==> src/rtl/fifo_pkg.sv <==
`default_nettype none
// ============================================================================
//  Module      : fifo_pkg
//  Description : Shared types and helpers for the FIFO read-side word packer.
//                Holds the packer FSM state type, default lane geometry and
//                the byte-enable mask helper.
//  Revision    : 1.0 - initial release
// ============================================================================
package fifo_pkg;

  typedef enum logic [0:0] {
    RUN        = 1'b0,
    FLUSH_WAIT = 1'b1
  } state_t;

  localparam int DEFAULT_WIDTH = 8;
  localparam int DEFAULT_LANES = 4;

  // Upper bound on lane count the mask helper can express.
  localparam int MAX_LANES = 32;

  // Returns a mask with the low `cnt` bits set; callers truncate to LANES.
  function automatic logic [MAX_LANES-1:0] be_mask(input int unsigned cnt);
    logic [MAX_LANES:0] one_hot;
    one_hot = (MAX_LANES + 1)'(1) << cnt;
    be_mask = MAX_LANES'(one_hot - 1'b1);
  endfunction

endpackage
`default_nettype wire

==> src/rtl/word_out_slot.sv <==
`default_nettype none
// ============================================================================
//  Module      : word_out_slot
//  Description : Single-entry valid/ready output register with a load port
//                and a wrapping count of accepted words.
//  Ports       : clk_i, res_n_i      - clock, async active-low reset
//                load, load_data,
//                load_be             - write a new word (only when free or
//                                      being accepted this cycle)
//                ready               - downstream ready
//                valid, data, be     - output word
//                words               - accepted-word counter
//  Revision    : 1.0 - initial release
// ============================================================================
module word_out_slot #(
  parameter int WIDTH = 8,
  parameter int LANES = 4,
  parameter int CNT_W = 16
) (
  input  logic                   clk_i,
  input  logic                   res_n_i,
  input  logic                   load,
  input  logic [WIDTH*LANES-1:0] load_data,
  input  logic [LANES-1:0]       load_be,
  input  logic                   ready,
  output logic                   valid,
  output logic [WIDTH*LANES-1:0] data,
  output logic [LANES-1:0]       be,
  output logic [CNT_W-1:0]       words
);

  always_ff @(posedge clk_i or negedge res_n_i) begin
    if (!res_n_i) begin
      valid <= 1'b0;
      data  <= '0;
      be    <= '0;
      words <= '0;
    end else begin
      // A load may coincide with the acceptance of the previous word.
      if (load) begin
        valid <= 1'b1;
        data  <= load_data;
        be    <= load_be;
      end else if (valid && ready) begin
        valid <= 1'b0;
      end
      if (valid && ready) begin
        words <= words + 1'b1;
      end
    end
  end

endmodule
`default_nettype wire

==> src/rtl/fifo_word_packer.sv <==
`default_nettype none
// ============================================================================
//  Module      : fifo_word_packer
//  Description : Read-side consumer of an asynchronous FIFO. Pops bytes
//                without underflow, packs LANES bytes into one word and
//                presents it on a valid/ready interface. A flush emits the
//                partially filled word with a byte-enable mask.
//  Ports       : clk_i, res_n_i        - read clock, async active-low reset
//                fifo_empty_i          - FIFO empty flag
//                fifo_rd_en_o          - FIFO pop request (combinational)
//                fifo_rdata_i          - FIFO data, valid one cycle after pop
//                flush_i               - request to emit the partial word
//                word_valid_o/ready_i  - output handshake
//                word_data_o, word_be_o- packed word, lane 0 = first byte
//                words_o               - accepted-word counter
//  Revision    : 1.0 - initial release
// ============================================================================
module fifo_word_packer
  import fifo_pkg::*;
#(
  parameter int WIDTH = DEFAULT_WIDTH,
  parameter int LANES = DEFAULT_LANES,
  parameter int CNT_W = 16
) (
  input  logic                   clk_i,
  input  logic                   res_n_i,
  input  logic                   fifo_empty_i,
  output logic                   fifo_rd_en_o,
  input  logic [WIDTH-1:0]       fifo_rdata_i,
  input  logic                   flush_i,
  output logic                   word_valid_o,
  input  logic                   word_ready_i,
  output logic [WIDTH*LANES-1:0] word_data_o,
  output logic [LANES-1:0]       word_be_o,
  output logic [CNT_W-1:0]       words_o
);

  localparam int IDX_W    = $clog2(LANES);
  localparam int CNT_BITS = IDX_W + 1;
  localparam logic [CNT_BITS-1:0] LANES_C = CNT_BITS'(LANES);

  state_t              state;
  logic [WIDTH-1:0]    acc [LANES];
  logic [CNT_BITS-1:0] acc_cnt;
  logic                inflight;

  logic [CNT_BITS-1:0]    cnt_after;
  logic                   slot_free;
  logic                   full_move;
  logic                   partial_load;
  logic                   load;
  logic [WIDTH*LANES-1:0] load_data;
  logic [LANES-1:0]       load_be;

  // Byte count once the in-flight byte (if any) has landed this edge.
  assign cnt_after = acc_cnt + {{(CNT_BITS-1){1'b0}}, inflight};

  // Counting the in-flight byte keeps the accumulator from ever overfilling.
  assign fifo_rd_en_o = (state == RUN) && !fifo_empty_i && (cnt_after < LANES_C);

  assign slot_free    = !word_valid_o || word_ready_i;
  assign full_move    = (cnt_after == LANES_C) && slot_free;
  assign partial_load = (state == FLUSH_WAIT) && !inflight && (acc_cnt != '0) && slot_free;
  assign load         = full_move || partial_load;

  // Word as it will look after this edge's landing; unfilled lanes read zero.
  generate
    for (genvar i = 0; i < LANES; i++) begin : g_lane
      logic [WIDTH-1:0] lane;
      assign lane = (inflight && (acc_cnt == CNT_BITS'(i))) ? fifo_rdata_i : acc[i];
      assign load_data[i*WIDTH +: WIDTH] = (CNT_BITS'(i) < cnt_after) ? lane : '0;
    end
  endgenerate

  assign load_be = LANES'(be_mask(32'(cnt_after)));

  always_ff @(posedge clk_i or negedge res_n_i) begin
    if (!res_n_i) begin
      state    <= RUN;
      acc_cnt  <= '0;
      inflight <= 1'b0;
      for (int i = 0; i < LANES; i++) begin
        acc[i] <= '0;
      end
    end else begin
      inflight <= fifo_rd_en_o;

      if (inflight) begin
        acc[acc_cnt[IDX_W-1:0]] <= fifo_rdata_i;
      end

      if (load) begin
        acc_cnt <= '0;
      end else begin
        acc_cnt <= cnt_after;
      end

      case (state)
        RUN: begin
          // A flush whose last byte completes a word this edge needs no partial.
          if (flush_i && (cnt_after != '0) && !full_move) begin
            state <= FLUSH_WAIT;
          end
        end
        FLUSH_WAIT: begin
          if (load || (!inflight && (acc_cnt == '0))) begin
            state <= RUN;
          end
        end
        default: state <= RUN;
      endcase
    end
  end

  word_out_slot #(
    .WIDTH (WIDTH),
    .LANES (LANES),
    .CNT_W (CNT_W)
  ) u_slot (
    .clk_i     (clk_i),
    .res_n_i   (res_n_i),
    .load      (load),
    .load_data (load_data),
    .load_be   (load_be),
    .ready     (word_ready_i),
    .valid     (word_valid_o),
    .data      (word_data_o),
    .be        (word_be_o),
    .words     (words_o)
  );

endmodule
`default_nettype wire

==> config.mk <==
export PLATFORM = sky130hd
export DESIGN_NAME = fifo_word_packer
export DESIGN_NICKNAME = d
export VERILOG_FILES = /design/src/rtl/fifo_pkg.sv /design/src/rtl/word_out_slot.sv /design/src/rtl/fifo_word_packer.sv
export SDC_FILE = /design/constraint.sdc
export NUM_CORES = 1
export LEC_CHECK = 0
export CORE_MARGIN = 4
export CORE_UTILIZATION = 48
export CTS_CLUSTER_SIZE = 25
export DETAILED_ROUTE_END_ITERATION = 16
export PLACE_DENSITY = 0.82
export RECOVER_POWER = 100
export REMOVE_ABC_BUFFERS = 1
export SLEW_MARGIN = 15
export SYNTH_ARGS = -nofsm -noshare
export SYNTH_HDL_FRONTEND = slang
export SYNTH_SLANG_ARGS = --single-unit
==> constraint.sdc <==
create_clock -name clk_i -period 2 [get_ports clk_i]
set_input_delay 0.3 -clock clk_i [delete_from_list [all_inputs] [get_ports clk_i]]
set_output_delay 0.3 -clock clk_i [all_outputs]
set_load 0.1 [all_outputs]
==> metrics.yaml <==
drt:
  wl_per_cell_um: 17.2
  routed_wl_um: 9080
  avgViaCountPerCell: 5.31
  drtIter0Drc: 96
  firstDrtPassIters: 4
  drc: 0
  ant_nets: 0
  via_count: 2802
final_layout:
  final_nets: 432
  areaGrowthSynthToFinish_pct: 24.3
  antenna-diode-count: 0
  final_cells: 528
  finalInstanceArea_um2: 5300
  n_fill_cell: 713
  utilization_pct: 61.1
  drive_gt1_share_pct: 44.3
setup_path:
  critPathMaxFanout: 2
  critPathRequiredTime_ns: 1.70
  crit_end: "fifo_rd_en_o"
  worstRegToRegCells: 7
  rr_endpoint: "u_slot.data[21]$_DFFE_PN0P_"
  r2r-start: "acc_cnt[0]$_DFF_PN0_"
  worstPathArrival_ns: 1.79
  reg2reg_slack_ns: -0.07
  crit_start: "acc_cnt[0]$_DFF_PN0_"
  crit_type: "reg -> out"
  startpoint_type: "flip-flop"
  cp-end-kind: "output pin"
clock_network:
  cts_made_buffers: 9
  cts_tree: "yes"
  path_clk_slew_ns: 0.09
  cts.path.max_buffers: 2
  cts_max_level: 3
  root_buffer: "clkbuf_8"
  clk_latency_ns: 0.35
  numClockSinks: 90
worst_hold_path:
  hp-class: "reg -> reg"
  holdPathStages: 1
yosys:
  syn_area_per_cell_um2: 13.5
  synth_cell_types: 37
  synth_top_area_share_pct: 52.8
  synth_edf_count: 0
  yosys_warnings: 0
  synthTopCellsByCount: "dfrtp_1 (90), mux2_2 (40), nor2_1 (37)"
  synth_cells: 317
  synth_top_flop_cell: "dfrtp_1"
  synth.most_common_cell: "dfrtp_1"
  ys_ff_latch: 90
  synth-seq-area-share_pct: 52.8
  synthArstFlopShare_pct: 100
  netlist_area_um2: 4260
  synth.area.top_cells: "dfrtp_1 (53%), mux2_2 (11%), mux2_4 (9.2%)"
  yosys.area.top_type: "dfrtp_1"
die:
  die_w_um: 102
  io_pins: 67
  start_util_pct: 49.1
  dieArea_um2: 10500
  die_y_um: 102
  num_rows: 34
  core-area_um2: 8680
sta:
  setup_violations: 20
  period_needed_ns: 2.09
  slew_viol_final: 0
  setup_ws_ns: -0.0883
  worst_slew_pin_slew_ns: 0.910
  fin_crit_sh_pct: 104
  skew_ns: 0.0103
  max_freq_ghz: 0.479
  rsz0062_at_grt: "true"
  hold_viol: 0
  slew_headroom_pct: 39.4
placement:
  dp_cells: 504
  hpwl_um: 6200
  port_buffers: 66
  place_ws_ns: -0.130
  place.gp.congestion: 0.794
  place_area_um2: 5070
global_routing:
  grt_start_max_net_pins: 38
  track_usage_pct: 18.8
  grt.overflow.total: 0
  grt_pass1_wl_um: 15100
  grt_pass1_vias: 2901
  grt_antenna_before_repair: 0
run_status:
  status: "finished with violations"
  violations: "negative setup slack"
flow_run:
  drv_cap: 0
==> registers in the layout, indices dropped and copies added (netlist names) <==
signal / cells
u_slot.words: 16
u_slot.be: 4
inflight: 1
state: 1
acc_cnt: 3
acc: 32
u_slot.data: 32
u_slot.valid: 1
==> cells by family (layout without fill, tap and decap cells) <==
| logic type | after synthesis | after routing | share of synthesized area, % |
|---|---|---|---|
| and+or+nand+nor | 84 | 84 | 11.1 |
| xor gates and xnor gates | 18 | 18 | 3.87 |
| DFF | 90 | 90 | 52.8 |
| AOI/OAI and AO/OA | 6 | 6 | 0.704 |
| muxes | 98 | 98 | 27.2 |
| buffers and inverters | 17 | 120 | 3.14 |
| adders and majority gates | 4 | 4 | 1.17 |
==> timing repair <==
item / in CTS / in global routing
buffers inserted: 2 / 3
resized for setup: 10 / 0
gates cloned: 2 / 0
pin swaps: 3 / 2
hold buffers: 1 / 0
endpoints found under the setup margin: 34 / 22
hold endpoints to repair: 34 / 0
==> cell type report <==
cell class | instances | area [µm²] | share of cell area [%]
Timing Repair Buffer | 100 | 724 | 13.7
Clock inverter | 6 | 90.1 | 1.70
Inverter | 4 | 15.0 | 0.283
Sequential cell | 90 | 2250 | 42.5
Clock buffer | 10 | 138 | 2.60
Tap cell | 108 | 135 | 2.55
Multi-Input combinational cell | 210 | 1950 | 36.7
==> metal layers <==
metal | global-route usage, % | part of all wire (%)
met1 | 24.8 | 44
met4 | 6.36 | 1.7
met5 | 0 | 0
met2 | 31.0 | 50
met3 | 3.96 | 4.3
==> cell usage in the layout, fill, tap and decap left out, types with 3 or more instances in the layout <==
master / count
dfrtp_1: 90
clkbuf_2: 56
mux2_2: 40
nor2_1: 36
mux2i_1: 32
mux2_4: 26
buf_4: 25
xnor2_1: 11
clkbuf_8: 10
clkdlybuf4s50_1: 10
nand3_1: 8
nor3_1: 7
nand2_1: 5
a21oi_1: 5
xor2_1: 5
nand3b_1: 4
and2b_1: 3
inv_1: 3
or3_1: 3
buf_12: 3
==> how the worst min path moves through the flow <==
| stage | start | end |
|---|---|---|
| 6_report | u_slot.words[15]$_DFFE_PN0P_ | u_slot.words[15]$_DFFE_PN0P_ |
| 5_1_grt | u_slot.words[15]$_DFFE_PN0P_ | u_slot.words[15]$_DFFE_PN0P_ |
| 4_1_cts | res_n_i | u_slot.words[13]$_DFFE_PN0P_ |
| 3_5_place_dp | res_n_i | u_slot.words[13]$_DFFE_PN0P_ |
| 3_3_place_gp | res_n_i | u_slot.words[13]$_DFFE_PN0P_ |
| 2_1_floorplan | res_n_i | acc[0]$_DFFE_PN0P_ |
==> worst max-delay path, cell delays in order, from the launching register on <==
cell     delay [ns]
dfrtp_1        0.40
ha_2           0.21
ha_4           0.19
xor2_4         0.19
nor3_2         0.15
buf_4          0.15
buf_12         0.16
==> per-stage QoR <==
step	hold slack, ns	TNS [ns]
CTS	0.451	-0.730
global route	0.490	-3.44
finish	0.473	-1.28
detailed placement	0.291	-3.47
floorplan	0.00441	-45.91
global placement	0.288	-1.78
Power is not shown: default switching activity piles up to over one toggle a cycle in this logic, so the estimate is an artifact.
